## config.mk

```make
export PLATFORM = sky130hd
export DESIGN_NAME = sum_accumulator
export DESIGN_NICKNAME = d
export VERILOG_FILES = /design/src/rtl/sum_pkg.sv /design/src/rtl/sum_accumulator.sv
export SDC_FILE = /design/constraint.sdc
export NUM_CORES = 1
export LEC_CHECK = 0
export BUFFER_PORTS_ARGS = -buffer_cell sky130_fd_sc_hd__buf_2
export CAP_MARGIN = 20
export CORE_UTILIZATION = 46
export CTS_CLUSTER_SIZE = 20
export DETAILED_ROUTE_END_ITERATION = 12
export MAX_ROUTING_LAYER = met4
export PLACE_DENSITY = 0.84
export SKIP_CTS_REPAIR_TIMING = 1
export SLEW_MARGIN = 20
export SYNTH_ARGS = -nofsm -noshare
export SYNTH_HDL_FRONTEND = slang
export SYNTH_SLANG_ARGS = --single-unit
```

## constraint.sdc

```tcl
create_clock -name clk -period 2.8 [get_ports clk]
set_input_delay 0.56 -clock clk [delete_from_list [all_inputs] [get_ports clk]]
set_output_delay 0.56 -clock clk [all_outputs]
set_load 0.005 [all_outputs]
```

## src/rtl/sum_pkg.sv

```systemverilog
// Shared constants and types for the summator sequencing stage.
package sum_pkg;

    localparam int SUM_WIDTH = 17;

    typedef enum logic {
        ACC  = 1'b0,
        HOLD = 1'b1
    } state_e;

    function automatic int cnt_w(input int count);
        return (count > 1) ? $clog2(count) : 1;
    endfunction

endpackage

```

## src/rtl/sum_accumulator.sv

```systemverilog
// Sums COUNT stream samples through the external summator and presents the total.
// Optional carry flag output out_ovf is enabled by defining SUM_ACC_OVF_FLAG_EN.
//
// state | meaning
// ACC   | accepting samples, accumulator building the group sum
// HOLD  | group total on out_data, waiting for the consumer
module sum_accumulator
    import sum_pkg::*;
#(
    parameter int WIDTH = SUM_WIDTH,
    parameter int COUNT = 4
) (
    input  logic                      clk,
    input  logic                      rst,
    input  logic [WIDTH-1:0]          in_data,
    input  logic                      in_valid,
    output logic                      in_ready,
    output logic [WIDTH-1:0]          out_data,
    output logic                      out_valid,
    input  logic                      out_ready,
    output logic [WIDTH-1:0]          add_a,
    output logic [WIDTH-1:0]          add_b,
    input  logic [WIDTH-1:0]          add_res,
    output logic [cnt_w(COUNT)-1:0]   sample_cnt
`ifdef SUM_ACC_OVF_FLAG_EN
    ,
    output logic                      out_ovf
`endif
);

    localparam int            CW   = cnt_w(COUNT);
    localparam logic [CW-1:0] LAST = CW'(COUNT - 1);

    state_e           state_q, state_d;
    logic [WIDTH-1:0] acc_q, acc_d;
    logic [CW-1:0]    cnt_q, cnt_d;
    logic [WIDTH-1:0] out_data_q, out_data_d;
    logic             accept;
    logic             last_sample;

    assign add_a       = acc_q;
    assign add_b       = in_data;
    assign in_ready    = (state_q == ACC);
    assign out_valid   = (state_q == HOLD);
    assign out_data    = out_data_q;
    assign sample_cnt  = cnt_q;
    assign accept      = in_valid & in_ready;
    assign last_sample = (cnt_q == LAST);

    always_comb begin
        state_d    = state_q;
        acc_d      = acc_q;
        cnt_d      = cnt_q;
        out_data_d = out_data_q;
        unique case (state_q)
            ACC: begin
                if (accept) begin
                    if (last_sample) begin
                        out_data_d = add_res;
                        acc_d      = '0;
                        cnt_d      = '0;
                        state_d    = HOLD;
                    end else begin
                        acc_d = add_res;
                        cnt_d = cnt_q + 1'b1;
                    end
                end
            end
            HOLD: begin
                if (out_ready) begin
                    state_d = ACC;
                end
            end
            default: state_d = ACC;
        endcase
    end

    always_ff @(posedge clk) begin
        if (rst) begin
            state_q    <= ACC;
            acc_q      <= '0;
            cnt_q      <= '0;
            out_data_q <= '0;
        end else begin
            state_q    <= state_d;
            acc_q      <= acc_d;
            cnt_q      <= cnt_d;
            out_data_q <= out_data_d;
        end
    end

`ifdef SUM_ACC_OVF_FLAG_EN
    // Carry-out of the summator shows up as a wrapped result smaller than the accumulator.
    logic carry;
    logic sticky_q, sticky_d;
    logic ovf_q, ovf_d;

    assign carry   = (add_res < add_a);
    assign out_ovf = ovf_q;

    always_comb begin
        sticky_d = sticky_q;
        ovf_d    = ovf_q;
        if (accept) begin
            if (last_sample) begin
                ovf_d    = sticky_q | carry;
                sticky_d = 1'b0;
            end else begin
                sticky_d = sticky_q | carry;
            end
        end
    end

    always_ff @(posedge clk) begin
        if (rst) begin
            sticky_q <= 1'b0;
            ovf_q    <= 1'b0;
        end else begin
            sticky_q <= sticky_d;
            ovf_q    <= ovf_d;
        end
    end
`endif

endmodule
```

# == After elaboration in Yosys (flattened, before gate mapping) ==
# Index checks and enable logic that the tools add are counted.
# Widths: inputs -> output; s select.
# classes
add_sub_neg,1
eq_ne,1
mux,6
bitwise_logic,2
n_reduce_logical,2
# op_table
cell,n
$mux 17,1
$mux 1,3
$reduce_and 3->1,1
$add 2x1->2 const B,1
$eq 2x2->1 const B,1
$mux 2,1
$pmux 1 s2,1
$reduce_and 2->1,1
$and 1x1->1,1
$not 1->1,1
# word_totals
regBits,37
input_bits,38
output_inout_bits,55
elab_cells,16

# == Logic depth before layout (Yosys ltp) ==
# depth
depth_word,4
depth_mapped,6
mapped_depth_nobuf,4

# == Least setup slack after synthesis ==
# Ideal clock, no wire load.
# synth_path
kind,flip-flop to flip-flop
startpoint,register cnt_q[0] (netlist: sample_cnt[0])
endpoint,register out_data_q[14] (netlist: out_data[14])
setup_ps,131
t_arrival_ps,1132
required_ps,2669
slack_ps,1538
stages_incl_launch_ff,7
n_path_buf,2
synth_period_minus_slack_ps,1262
path_cell_list,dfxtp_1 > ha_1 > clkbuf_2 > nand3b_2 > buf_6 > nand2_1 > a21oi_2
# synth_between
elab_chain_len,2
# synth_rtl
item,line_no,text
start: declaration,sum_accumulator.sv:36,"logic [CW-1:0] cnt_q, cnt_d;"
start signal: assignment,sum_accumulator.sv:87,cnt_q <= cnt_d;
$eq 2x2->1,sum_accumulator.sv:48,assign last_sample = (cnt_q == LAST);
$reduce_and 3->1 (no source line),-,
end signal: assignment,sum_accumulator.sv:88,out_data_q <= out_data_d;
end: declaration,sum_accumulator.sv:37,"logic [WIDTH-1:0] out_data_q, out_data_d;"
# Every way passes these cells.
# A chain may end at the register's enable or synchronous reset.

# == Worst setup path after layout ==
# layout_path
startpoint,register cnt_q[0] (netlist: sample_cnt[0])
endpoint,register out_data_q[0] (netlist: out_data[0])
# The elaborated chain is that of the path after synthesis.

==> summary.md <==
| Metric | Value |
|---|---|
| TritonCTS clock tree | `built` |
| Area growth syn-to-layout | `10.8%` |
| Fin area | `between 0.0015 and 0.002 mm2` |
| HP Start | `add_a[2]` |
| Worst r2r src | `sample_cnt[0]` |
| CP max stage delay | `between 0.6 and 0.7 ns` |
| Worst hold path class | `flip-flop to flip-flop` |
| Setup tns final | `0 ns` |
| Io pins | `slightly above 90` |
| Final Power | `0.922 mW` |
| Reg2reg setup slack | `0.88 ns` |
| Chip Width | `just over 60 um` |
| Routed len/inst | `roughly 12 um` |
| H-tree Lvls | `2` |
| Num CTS Buffers | `5` |
| Critical path class | `flip-flop to flip-flop` |
| Nets | `about 260` |
| Post-Syn Nets | `~220` |
| Clock Skew | `~0.0053 ns` |
| Antenna viol nets, final | `0` |
| Clk_lat worst skew | `0.33 ns` |
| Root buffer selected by CTS | `clkbuf_4` |
| Bufs on Longest Clock Path | `2` |
| RSZ-0062 raised after global routing | `no` |
| Slew of the pin with the lowest slew margin | `roughly 0.68 ns` |
| Std-Cell Rows | `20` |
| Initial Utilization | `between 40 and 50%` |
| Unique masters post-synth | `19` |
| Maximum vdd ir drop | `around 250 uV` |
| Routed WL | `3180 um` |
| CP max stage cell | `and3b_1` |
| First-pass GRT wire length | `about 5000 um` |
| Post-route minimum period | `roughly 1.9 ns` |
| Die Area | `around 0.0036 mm2` |
| Total congestion overflow | `0` |
| Top cell type's share of synthesized area | `47.2%` |
| Total stage count of the critical path | `4` |
| Synthesis warning total | `0` |
| Delay-heaviest family, CP | `simple AND/OR/NAND/NOR gates` |
| Largest net degree at the start of global routing | `38` |
| Static leakage | `around 0.76 nW` |
| Synth area leaders | `dfxtp_1 (47%), nand2_1 (13%), a21oi_1 (11%)` |
| Util after Layout | `a little under three fifths` |
| Critical Path Sink Type | `flip-flop` |
| Count of final max-slew check failures | `0` |
| Hold_ws | `0.453 ns` |
| IO buf count | `58` |
| Crit start category | `flip-flop` |
| Vias in the first global route | `between 1000 and 1500` |
| Worst r2r dst | `out_data[0]` |
| Dpl ws | `about 0.93 ns` |
| Final hold vios | `0` |
| Vias | `~1300` |
| Vias per cell | `4.85` |
| Cell accounting for the most synthesized area | `dfxtp_1` |
| Critical path peak fanout | `20` |
| Synthesized flop and latch total | `37` |
| CP Data Arrival Time | `2.17 ns` |
| Floorplan Core Area | `between 0.003 and 0.004 mm2` |
| Crit-path cells | `ha_1 -> and3b_1 -> nand2_1 -> a21oi_1` |
| ANT cells | `0` |
| Final GP Congestion | `about 0.75` |
| Hold endpoint | `add_a[2]` |
| Setup ws final | `a little under 0.9 ns` |
| Area after DPL | `0.00168 mm2` |
| Mapped Cells | `~180` |
| Hold depth | `2` |
| Placed cells | `between 200 and 300` |
| Synthesized area | `approximately 0.0016 mm2` |
| Post-synthesis sequential area ratio | `approximately 47%` |
| Layout cells sized above 1 | `between 30% and 40%` |
| DR iter-0 viols | `30` |
| Avg Inst Size Synth | `between 8 and 9 um2` |
| Clock slew at reported path FFs | `0.10 ns` |
| Fin crit share | `68.4%` |
| Antenna violations before repair | `0` |
| R2r worst-path depth | `4` |
| Required time of the critical path | `3.05 ns` |
| HPWL after DPL | `~2100 um` |
| CTS Sinks | `37` |
| Remaining DRCs | `0` |
| Non-Filler Instances | `about 260` |
| Die height | `about 60 um` |
| Status | `completed` |
| Max Cap Viol | `0` |
| Peak Freq | `~520 MHz` |
| Gr usage total | `19.5%` |
| DRT Pass-1 Iters | `5` |
| Final setup fails | `0` |
| Worst Path Buf+Inv | `0` |
| Max-slew headroom | `a little over half` |
| Pwr Density | `531 mW/mm2` |
[cell type report]
cell class                 count  area, um2
clock buffer                   7       55.1
fill                         330       1420
inverter                       1       3.75
multi-input combinational    115        592
sequential                    37        741
tap                           44       55.1
timing repair buffer          58        290
[routing by layer]
metal	share of wire, %	global-route usage (%)	up-vias
met5	0	-	-
met4	1.8	8.64	0
met3	7.2	7.46	7
met2	46	30.9	44
met1	45	21.7	569
li1	-	-	650
[worst register-to-register path, cell delays in order (launching register included)]
cell	delay (ns)
dfxtp_1	0.39
ha_1	0.53
and3b_1	0.64
nand2_1	0.13
a21oi_1	0.16
[cell families (layout without fill, tap and decap cells)]
kind of cell / after synthesis / after routing / synth area share, %
buf+inv: 31 / 66 / 15.0
fa+ha+maj: 1 / 1 / 0.798
compound gates: 36 / 36 / 12.0
simple gates: 77 / 77 / 24.3
mux: 1 / 1 / 0.638
flops: 37 / 37 / 47.2
[cell usage after synthesis]
| master | number |
|---|---|
| nand3b_2 | 1 |
| a21oi_2 | 2 |
| buf_1 | 1 |
| ha_1 | 1 |
| nand2_1 | 53 |
| inv_1 | 1 |
| a21oi_1 | 34 |
| dfxtp_1 | 37 |
| clkbuf_1 | 3 |
| nand2b_1 | 1 |
| nor2b_4 | 1 |
| mux2i_1 | 1 |
| nor2_1 | 2 |
| clkbuf_2 | 2 |
| or2b_1 | 1 |
| buf_6 | 7 |
| nand3b_1 | 17 |
| and3b_1 | 1 |
| buf_4 | 17 |
[flip-flops by register name (all words and copies together), names as in the netlist]
register / flops
out_data: 17
out_valid: 1
sample_cnt: 2
add_a: 17
[worst max-delay path by stage]
| stage | slack [ns] | from | endpoint |
|---|---|---|---|
| after floorplan | 1.54 | sample_cnt[0] | out_data[14] |
| after global placement | 1.02 | sample_cnt[0] | out_data[14] |
| after detailed placement | 0.93 | sample_cnt[0] | out_data[0] |
| after CTS | 0.91 | sample_cnt[0] | out_data[0] |
| after global routing | 0.66 | sample_cnt[0] | out_data[14] |
| final | 0.88 | sample_cnt[0] | out_data[0] |
[cells in the final DEF, fill, tap and decap left out, drive strengths merged]
master / count
nand2b: 1
dfxtp: 37
clkbuf: 7
buf: 58
nor2: 2
nand3b: 18
mux2i: 1
inv: 1
ha: 1
or2b: 1
nand2: 53
and3b: 1
a21oi: 36
nor2b: 1
[where the power goes]
| part | total, mW | internal, mW | leakage, nW | switching, mW |
|---|---|---|---|---|
| Clock | 0.276 | 0.119 | 0.0314 | 0.157 |
| Sequential | 0.555 | 0.545 | 0.302 | 0.0101 |
| Combinational | 0.0910 | 0.0411 | 0.429 | 0.0499 |
| Total | 0.922 | 0.705 | 0.762 | 0.217 |
Power figures use the tool's default switching activity.
